### config.mk
export PLATFORM = sky130hd
export DESIGN_NAME = banco_write_arbiter
export DESIGN_NICKNAME = d
export VERILOG_FILES = /design/src/rtl/banco_write_arbiter.sv
export SDC_FILE = /design/constraint.sdc
export NUM_CORES = 1
export LEC_CHECK = 0
export CAP_MARGIN = 0
export CORE_MARGIN = 2
export CORE_UTILIZATION = 51
export DETAILED_ROUTE_END_ITERATION = 6
export DONT_BUFFER_PORTS = 1
export PLACE_DENSITY = 0.67
export SYNTH_ARGS = -nofsm -noshare
export SYNTH_HDL_FRONTEND = slang
export SYNTH_SLANG_ARGS = --single-unit
### constraint.sdc
create_clock -name clk -period 4.8 [get_ports clk]
set_input_delay 0.48 -clock clk [delete_from_list [all_inputs] [get_ports clk]]
set_output_delay 0.48 -clock clk [all_outputs]
set_load 0.1 [all_outputs]
### src/rtl/banco_write_arbiter.sv
// banco_write_arbiter: shares the register bank's single write port between
// two req/gnt requesters (round-robin) and sequences a full-bank clear.
module banco_write_arbiter #(
    parameter int unsigned AW = 3,
    parameter int unsigned DW = 4
) (
    input  logic          clk,
    input  logic          rst,
    input  logic          req0,
    input  logic [AW-1:0] addr0,
    input  logic [DW-1:0] data0,
    output logic          gnt0,
    input  logic          req1,
    input  logic [AW-1:0] addr1,
    input  logic [DW-1:0] data1,
    output logic          gnt1,
    input  logic          clr,
    output logic          busy,
    output logic          RegWrite,
    output logic [AW-1:0] addrW,
    output logic [DW-1:0] datW
);

    typedef enum logic {
        IDLE,
        CLEAR
    } state_t;

    state_t        state_q, state_d;
    logic [AW-1:0] cc_q, cc_d;
    logic          last_q, last_d;
    logic          gnt0_q, gnt0_d;
    logic          gnt1_q, gnt1_d;
    logic          regwrite_q, regwrite_d;
    logic [AW-1:0] addrw_q, addrw_d;
    logic [DW-1:0] datw_q, datw_d;
    logic          busy_q, busy_d;

    logic          eff0, eff1;
    logic          arb;
    logic          win0, win1;

    // Next-state, arbitration and clear sequencing
    always_comb begin
        state_d    = state_q;
        cc_d       = cc_q;
        last_d     = last_q;
        gnt0_d     = 1'b0;
        gnt1_d     = 1'b0;
        regwrite_d = 1'b0;
        addrw_d    = addrw_q;
        datw_d     = datw_q;
        busy_d     = 1'b0;
        arb        = 1'b0;

        // A request granted this cycle is being consumed; it cannot win again.
        eff0 = req0 & ~gnt0_q;
        eff1 = req1 & ~gnt1_q;

        unique case (state_q)
            IDLE: begin
                if (clr) begin
                    state_d    = CLEAR;
                    cc_d       = '0;
                    addrw_d    = '0;
                    datw_d     = '0;
                    regwrite_d = 1'b1;
                    busy_d     = 1'b1;
                end else begin
                    arb = 1'b1;
                end
            end
            CLEAR: begin
                // Last clear write ends here; arbitration runs on the same
                // edge so a waiting requester is granted without a bubble.
                if (cc_q == '1) begin
                    state_d = IDLE;
                    arb     = 1'b1;
                end else begin
                    cc_d       = cc_q + 1'b1;
                    addrw_d    = cc_q + 1'b1;
                    datw_d     = '0;
                    regwrite_d = 1'b1;
                    busy_d     = 1'b1;
                end
            end
            default: state_d = IDLE;
        endcase

        // last_q=1 means requester 1 won most recently, so 0 wins a tie.
        win0 = arb & eff0 & (~eff1 | last_q);
        win1 = arb & eff1 & (~eff0 | ~last_q);

        if (win0) begin
            gnt0_d     = 1'b1;
            regwrite_d = 1'b1;
            addrw_d    = addr0;
            datw_d     = data0;
            last_d     = 1'b0;
        end else if (win1) begin
            gnt1_d     = 1'b1;
            regwrite_d = 1'b1;
            addrw_d    = addr1;
            datw_d     = data1;
            last_d     = 1'b1;
        end
    end

    // State and registered outputs
    always_ff @(posedge clk) begin
        if (rst) begin
            state_q    <= IDLE;
            cc_q       <= '0;
            last_q     <= 1'b1;
            gnt0_q     <= 1'b0;
            gnt1_q     <= 1'b0;
            regwrite_q <= 1'b0;
            addrw_q    <= '0;
            datw_q     <= '0;
            busy_q     <= 1'b0;
        end else begin
            state_q    <= state_d;
            cc_q       <= cc_d;
            last_q     <= last_d;
            gnt0_q     <= gnt0_d;
            gnt1_q     <= gnt1_d;
            regwrite_q <= regwrite_d;
            addrw_q    <= addrw_d;
            datw_q     <= datw_d;
            busy_q     <= busy_d;
        end
    end

    assign gnt0     = gnt0_q;
    assign gnt1     = gnt1_q;
    assign RegWrite = regwrite_q;
    assign addrW    = addrw_q;
    assign datW     = datw_q;
    assign busy     = busy_q;

endmodule

==> results by group <==
Floorplanning
  • Core ar.: about 1300 um2
  • IO Pins: 30
  • Die area: between 1500 and 2000 um2
  • Initial Utilization: 0.553
  • Die Wd: 41.8 um
  • Die height: between 40 and 50 um
  • FP Rows: 13

STA
  • TNS Setup: 0 ps
  • Max-slew violations: 0
  • Slew margin rel.: 0.278
  • Final hold vios: 0
  • Worst slew pin tran: ~1100 ps
  • Final worst path period need: 2610 ps
  • Max Freq: about 0.38 GHz
  • Final setup fails: 0
  • Clock Skews: 2.66 ps
  • Tcrit/Tclk final: 0.545
  • RSZ-0062 raised after global routing: no

Place
  • Post-DP HPWL: between 1000 and 1500 um
  • GPL Wtd Cong: ~0.69
  • Area after DPL: 728 um2
  • Number of buffers added on ports: 0

Cells and area
  • Diodes inserted: 0
  • Final instance area: around 750 um2
  • Area Growth Syn to Fin: 3.61%
  • Fraction of final layout cells sized beyond drive strength 1: 0.133
  • Final nets: 97

Route
  • Residual DRC count: 0
  • Total number of vias: around 570
  • Routed wire length: roughly 1400 um
  • Number of DRC markers in iteration 0: 15
  • Via-to-Cell Ratio: about 6.3
  • Avg WL per Cell: about 16 um
  • Remaining antenna violation count: 0
  • Router iterations before antenna repair: 4

Run status
  • Outcome: completed

Synth
  • Post-synth top area cell: dfxtp_1
  • Leading post-synthesis cells by cell area: dfxtp_1 41%, a22oi_1 6.2%, a21oi_1 3.4%, ha_1 3.4%, nand2_1 3.1%
  • Number of synthesized register bits: 15
  • Sequential fraction of the synthesis area: 0.412
  • Ys async rst share: 0
  • Ys flop type: dfxtp_1
  • Count of flip-flops with a built-in enable after synthesis: 0
  • Mapped Area: ~730 um2
  • Avg Inst Size Synth: 9.84 um2
  • Most frequent cell after synthesis: dfxtp_1
  • Mapped Cells: 74
  • Synth cell count leaders: 15 x dfxtp_1, 6 x a22oi_1, 6 x nand2_1
  • Netlist cell types: 31
  • Yosys top cell area share: 0.412
  • Post-synthesis net count: 95
  • Yosys warning count: 0

Clock network
  • Max clock buf depth: 2
  • Clk_lat worst skew: between 200 and 300 ps
  • Post-CTS Hold Buffers: 0
  • CTS tree: done
  • Worst-path clk slew: 80 ps
  • Postcts setup bufs: 0
  • Clock sink total: 15
  • Cts repair resizes: 0
  • Clock tree root driver cell: clkbuf_4
  • Htree depth: 1
  • Number of CTS-inserted buffers: 3

Global route
  • Total GRT Usage: 0.192
  • Vias in the first global route: ~570
  • Initial antenna violation count: 0
  • Gr ovfl total: 0
  • First-pass GRT wire length: between 2000 and 3000 um
  • Largest net degree at the start of global routing: 18

Setup path
  • Critical Path Fanout Max: 7
  • Crit path launch type: flop
  • CP Capture Type: flop
  • Worst path required time: around 5000 ps
  • Crit Path Class: reg -> reg
  • WP data arrival: 2810 ps

Power and ir drop
  • Peak supply drop: between 0.2 and 0.3 mV
  • Cell area power density: 392 nW/um2
  • Leak pwr: 0.267 nW

Worst hold path
  • Worst Hold Class: in -> reg

Flow run
  • Max Cap Viol: 0
[flip-flops by register name, summed over array words and instances (netlist names)]
name and flops:
gnt0 1, cc_q 3, datW 4, last_q 1
RegWrite 1, addrW 3, gnt1 1, busy 1
[critical path, cell delays in order (launching register included)]
cell,delay [ps]
dfxtp_1,970
nand2b_1,390
nor4bb_1,890
nand3b_1,160
o31ai_1,110
[cells in the final DEF (no fill, tap or decap)]
cell type	instances
dfxtp_1	15
nand2_1	6
a22oi_1	6
a21oi_1	5
nor2_1	5
or3_1	3
clkbuf_4	3
nand2b_1	2
nor3_1	2
o211ai_1	2
o311a_1	2
a32oi_1	2
nand3b_1	2
o31ai_1	2
ha_1	2
nor2b_4	1
and2b_4	1
nand2b_4	1
nor4bb_1	1
nor3b_1	1
nor4_2	1
and3b_1	1
nor4_4	1
nor2_2	1
or2_4	1
inv_1	1
o221ai_1	1
a221oi_1	1
a211o_1	1
nor2b_1	1
clkbuf_1	1
[final cells by class]
cell class | count | area [um2]
Clock buffer | 4 | 26.3
Fill cell | 140 | 563
Inverter | 1 | 3.75
Multi-Input combinational cell | 55 | 405
Sequential cell | 15 | 300
Tap cell | 15 | 18.8
[cells by family (layout without fill, tap and decap cells)]
kind of cell / count (synthesis) / count (layout) / share of synthesized area
buf+inv: 4 / 5 / 0.0309
compound gates: 22 / 22 / 0.225
simple gates: 31 / 31 / 0.297
fa+ha+maj: 2 / 2 / 0.0344
flops: 15 / 15 / 0.412
[routing by layer]
layer  global-route usage  vias to the layer above  part of all wire
met5                    0                        -                 0
met4                0.116                        0             0.026
met3               0.0478                        5             0.090
met2                0.281                       22              0.42
met1                0.250                      255              0.47
li1                     -                      284                 -
[path summary, 6_finish.rpt]
| path | depth (start not counted) | endpoint | slack [ps] | startpoint |
|---|---|---|---|---|
| max | 4 | addrW[2] | 2190 | gnt1 |
| max reg2reg | 4 | addrW[2] | 2190 | gnt1 |
| min | 1 | datW[0] | 250 | rst |
| min reg2reg | 2 | cc_q[0] | 480 | cc_q[0] |
[power breakdown]
| part | switching [W] | internal, W | leakage, nW |
|---|---|---|---|
| clock | 0.0000387 | 0.0000323 | 0.0150 |
| sequential | 0.0000514 | 0.000132 | 0.123 |
| combinational | 0.0000226 | 0.0000184 | 0.129 |
| total | 0.000113 | 0.000183 | 0.267 |
[metrics by stage]
| stage | hold WS, ps | cells | setup WS, ps | total power [W] | utilization |
|---|---|---|---|---|---|
| 3_5_place_dp | 473 | 86 | 2210 | 0.000228 | 0.553 |
| 5_1_grt | 244 | 90 | 1970 | 0.000309 | 0.573 |
| 2_1_floorplan | 449 | 74 | 2670 | 0.000222 | - |
| 6_report | 250 | 90 | 2190 | 0.000296 | 0.573 |
| 4_1_cts | 251 | 90 | 2190 | 0.000298 | 0.573 |
| 3_3_place_gp | 459 | 86 | 2280 | 0.000227 | 0.553 |
Power figures use the tool's default switching activity.
